<file path="config.mk">
export PLATFORM = sky130hd
export DESIGN_NAME = fetch_queue
export DESIGN_NICKNAME = d
export VERILOG_FILES = /design/src/rtl/fetch_queue.sv
export SDC_FILE = /design/constraint.sdc
export NUM_CORES = 1
export LEC_CHECK = 0
export CAP_MARGIN = 40
export CORE_AREA = 2 2 119 121
export DETAILED_ROUTE_END_ITERATION = 8
export DIE_AREA = 0 0 121 123
export GPL_ROUTABILITY_DRIVEN = 0
export PLACE_DENSITY = 0.74
export SLEW_MARGIN = 20
export SYNTH_ARGS = -nofsm -noshare
export SYNTH_HDL_FRONTEND = slang
export SYNTH_SLANG_ARGS = --single-unit
</file>
<file path="constraint.sdc">
create_clock -name clk -period 2.4 [get_ports clk]
set_clock_uncertainty 0.1 [all_clocks]
set_input_delay 0.48 -clock clk [delete_from_list [all_inputs] [get_ports clk]]
set_output_delay 0.48 -clock clk [all_outputs]
set_load 0.005 [all_outputs]
</file>
<file path="src/rtl/fetch_queue.sv">
// fetch_queue: PC owner and prefetch FIFO feeding decode; optional FETCH_BYPASS_EN zero-latency path
module fetch_queue #(
  parameter int DataSize = 32,
  parameter int PCsize = 6,
  parameter int Depth = 4
) (
  input  logic                      clk,
  input  logic                      rst,
  output logic [PCsize-1:0]         imem_addr,
  input  logic [DataSize-1:0]       imem_data,
  input  logic                      redirect,
  input  logic [PCsize-1:0]         redirect_pc,
  output logic                      instr_valid,
  input  logic                      instr_ready,
  output logic [DataSize-1:0]       instr,
  output logic [PCsize-1:0]         instr_pc,
  output logic [$clog2(Depth):0]    count
);
  localparam int AW = $clog2(Depth);
  localparam logic [AW:0] FULL = (AW+1)'(Depth);
  logic [PCsize-1:0] pc;
  logic [AW-1:0] rd, wr;
  logic [AW:0] cnt;
  logic [DataSize-1:0] mem_d [Depth];
  logic [PCsize-1:0] mem_pc [Depth];
  logic q_valid, pop, push, st, bp;
  assign q_valid = cnt != '0;
  assign pop = q_valid & instr_ready;
  assign push = !redirect & (cnt < FULL | pop);
`ifdef FETCH_BYPASS_EN
  assign bp = !q_valid & !redirect & instr_ready;
`else
  assign bp = 1'b0;
`endif
  assign st = push & !bp;
  assign imem_addr = pc;
  assign count = cnt;
  // head of queue, or the live fetch word when bypassing an empty queue
  always_comb begin
    instr_valid = q_valid | bp;
    instr = bp ? imem_data : q_valid ? mem_d[rd] : '0;
    instr_pc = bp ? pc : q_valid ? mem_pc[rd] : '0;
  end
  // fetch PC, pointers and occupancy; redirect flushes and reloads the PC
  always_ff @(posedge clk or negedge rst) begin
    if (!rst) begin
      pc <= '0;
      rd <= '0;
      wr <= '0;
      cnt <= '0;
    end else if (redirect) begin
      pc <= redirect_pc;
      rd <= '0;
      wr <= '0;
      cnt <= '0;
    end else begin
      pc <= push ? pc + PCsize'(1) : pc;
      rd <= pop ? rd + AW'(1) : rd;
      wr <= st ? wr + AW'(1) : wr;
      cnt <= (st & !pop) ? cnt + (AW+1)'(1) : (!st & pop) ? cnt - (AW+1)'(1) : cnt;
    end
  end
  // storage array; contents are masked by count so no reset is needed
  always_ff @(posedge clk) begin
    if (st) begin
      mem_d[wr] <= imem_data;
      mem_pc[wr] <= pc;
    end
  end
endmodule

</file>
==> results.json <==
{
  "status": "complete, but fails checks",
  "violations": "negative setup slack",
  "r2r_cells": 7,
  "rows": 43,
  "drt-vias-per-instance": 5.33,
  "cp-end-kind": "output pin",
  "dr.first_iter.drc_count": 299,
  "clk_latency_ns": 0.42,
  "multi_input_area_um2": 1590,
  "cts_buffer_depth": 2,
  "p_leak_uw": 0.00309,
  "antennaDiodeCount": 0,
  "synth_cell_types": 29,
  "synth_xor_area_share_pct": 0.537,
  "fin_ws_ns": -0.116,
  "fill_cells": 917,
  "grt_pass1_wl_um": 19700,
  "path_max_fanout": 8,
  "drv_cap": 0,
  "grt_max_degree": 40,
  "grt_antenna_before_repair": 0,
  "synth_seq_cells": 165,
  "rsz0062_at_grt": "true",
  "cts_buffers": 17,
  "path_class": "reg -> out",
  "die_area_um2": 14900,
  "wirelength_um": 12700,
  "synthCells": 329,
  "muxShareOfSynthArea_pct": 13.3,
  "powerDensity_nw_per_um2": 1100,
  "num_io_pins": 90,
  "netlist_area_um2": 6530,
  "ir_drop_uv": 558,
  "slew_headroom_pct": 58.1,
  "power_uw": 9650,
  "crit_arrival_ns": 1.94,
  "io_buffers": 89,
  "yosys_warnings": 0,
  "synthAdderAreaFrac_pct": 1.26,
  "root_buffer": "clkbuf_16",
  "ys_seq_area_share_pct": 74.9,
  "dp_hpwl_um": 7640,
  "area_growth_syn_to_layout_pct": 34.8,
  "worst_slew_pin_slew_ns": 0.627,
  "globalRouteOverflowTotal": 0,
  "routed-via-count": 3450,
  "hold_path_class": "in -> async",
  "setup_viol": 38,
  "startpoint_type": "register",
  "grt_pass1_vias": 3691,
  "syn_avg_cell_area_um2": 19.8,
  "coreArea_um2": 13600,
  "ant_nets": 0,
  "die_h_um": 123,
  "first_pass_iters": 4,
  "hold_viol": 0,
  "worstPathRequired_ns": 1.82,
  "synth_top_family_by_area": "multiplexers",
  "drive_gt1_share_pct": 39.2,
  "floorplan.initialDensity_pct": 48.0,
  "regArea_um2": 4890,
  "fmax_mhz": 397,
  "gr-usage-all-layers_pct": 18.1,
  "cts_hold_buf": 0,
  "finalMaxSlewViolations": 0,
  "rr_startpoint": "count[2]",
  "timing.rr.end": "count[1]",
  "finalCritPeriodShare_pct": 105,
  "layout.nets": 502,
  "die_x_um": 121,
  "cts_tree": "yes",
  "wire_per_inst_um": 19.7,
  "synth-compound-area-share_pct": 1.94,
  "synth_simple_gate_area_share_pct": 5.90,
  "regToRegSetupSlack_ns": 0.46,
  "drc": 0,
  "syn_nets": 377,
  "path_clk_slew_ns": 0.07,
  "fin_crit_ns": 2.52,
  "h-tree-depth": 4,
  "setup_tns_ns": -3.18,
  "clock_sinks": 165
}
==> state kept, by name, summed over array words and instances, names as in the netlist <==
name	flops
count	3
mem_d	128
imem_addr	6
wr	2
mem_pc	24
rd	2
==> how the worst max path moves through the flow <==
stage                 from          end  slack (ns)  cells after the start
2_1_floorplan  instr_ready  mem_d[0][0]        0.38                      4
3_3_place_gp         rd[0]  instr_pc[4]        0.02                      4
3_5_place_dp         rd[0]  instr_pc[0]      -0.004                      4
4_1_cts              rd[0]  instr_pc[0]       -0.14                      5
5_1_grt              rd[0]    instr[24]       -0.18                      5
6_report             rd[0]    instr[24]       -0.12                      5
==> cells by family after synthesis <==
group / Yosys count
flops: 165
fa+ha+maj: 6
mux: 39
buf+inv: 28
xor+xnor: 4
compound gates: 20
simple gates: 67
==> cell usage after synthesis, drive strengths merged <==
cell type | count | share of area (%)
buf | 9 | 1.1
and2 | 38 | 3.6
or2b | 1 | 0.12
edfxtp | 152 | 70
a211oi | 1 | 0.12
o31ai | 4 | 0.46
a21oi | 5 | 0.38
nor2 | 11 | 0.63
and3 | 4 | 0.38
xnor2 | 2 | 0.27
a211o | 1 | 0.15
xor2 | 2 | 0.27
nor3 | 1 | 0.077
dfrtp | 13 | 5.0
mux2i | 1 | 0.15
nand3 | 2 | 0.15
nor2b | 1 | 0.21
a31oi | 4 | 0.38
mux4 | 38 | 13
o311ai | 1 | 0.13
or4 | 3 | 0.34
o21ai | 4 | 0.31
inv | 9 | 0.52
clkbuf | 10 | 0.57
fa | 1 | 0.31
ha | 5 | 0.96
nand2 | 6 | 0.34
==> metal layers <==
metal / routed length [um] / track usage, % / share of wire (%)
met1: 5500 / 23.3 / 43
met4: 133 / 5.45 / 1.0
met2: 6560 / 30.4 / 52
met3: 522 / 4.80 / 4.1
met5: 0 / 0 / 0
==> where the power goes <==
| part | total (uW) | internal (uW) | switching (uW) |
|---|---|---|---|
| clock network | 2630 | 1550 | 1090 |
| logic | 3320 | 2070 | 1250 |
| registers | 3690 | 3550 | 148 |
| total | 9650 | 7160 | 2490 |
==> worst max-delay path, stage by stage (launching register included) <==
cell	delay, ns
dfrtp_4	0.47
buf_6	0.12
buf_12	0.13
mux4_2	0.53
and2_4	0.16
buf_6	0.10
==> layout make-up <==
class	instances	area share [%]
clock inverters	13	1.68
flip-flops and latches	165	55.6
repair buffers	125	16.9
well taps	180	2.56
inverters	9	0.384
clock buffers	19	4.92
multi-input cells	136	18.0
==> timing repair <==
item / CTS / global route
pin swaps: 25 / 14
gates resized for setup: 207 / 22
gates cloned: 4 / 1
endpoints found under the setup margin: 39 / 39
buffers inserted: 5 / 1
==> layout by cell type, fill, tap and decap left out, types with 5 or more instances in the layout <==
master           instances
nand2_1                  6
a21oi_1                  5
buf_4                   11
and2_4                  32
dfrtp_1                 11
buf_2                    6
clkdlybuf4s50_1         50
inv_1                    8
clkbuf_16               18
clkinvlp_4               5
nor2_1                  11
mux4_2                  38
buf_6                   35
buf_12                  15
and2_1                   6
ha_1                     5
edfxtp_1               152
==> metrics by stage <==
| stage | util, % | hold WS [ns] | instances | setup WS, ns | area (um^2) |
|---|---|---|---|---|---|
| after floorplan | - | 0.0844 | 329 | 0.379 | 6540 |
| final | 64.7 | 0.344 | 647 | -0.116 | 8800 |
| after detailed placement | 58.1 | 0.480 | 604 | -0.00378 | 7910 |
| after global routing | 64.7 | 0.378 | 647 | -0.180 | 8800 |
| after CTS | 63.8 | 0.348 | 645 | -0.145 | 8680 |
| after global placement | 58.1 | 0.448 | 604 | 0.0181 | 7910 |
No activity file was read; power rests on OpenSTA's default activity.
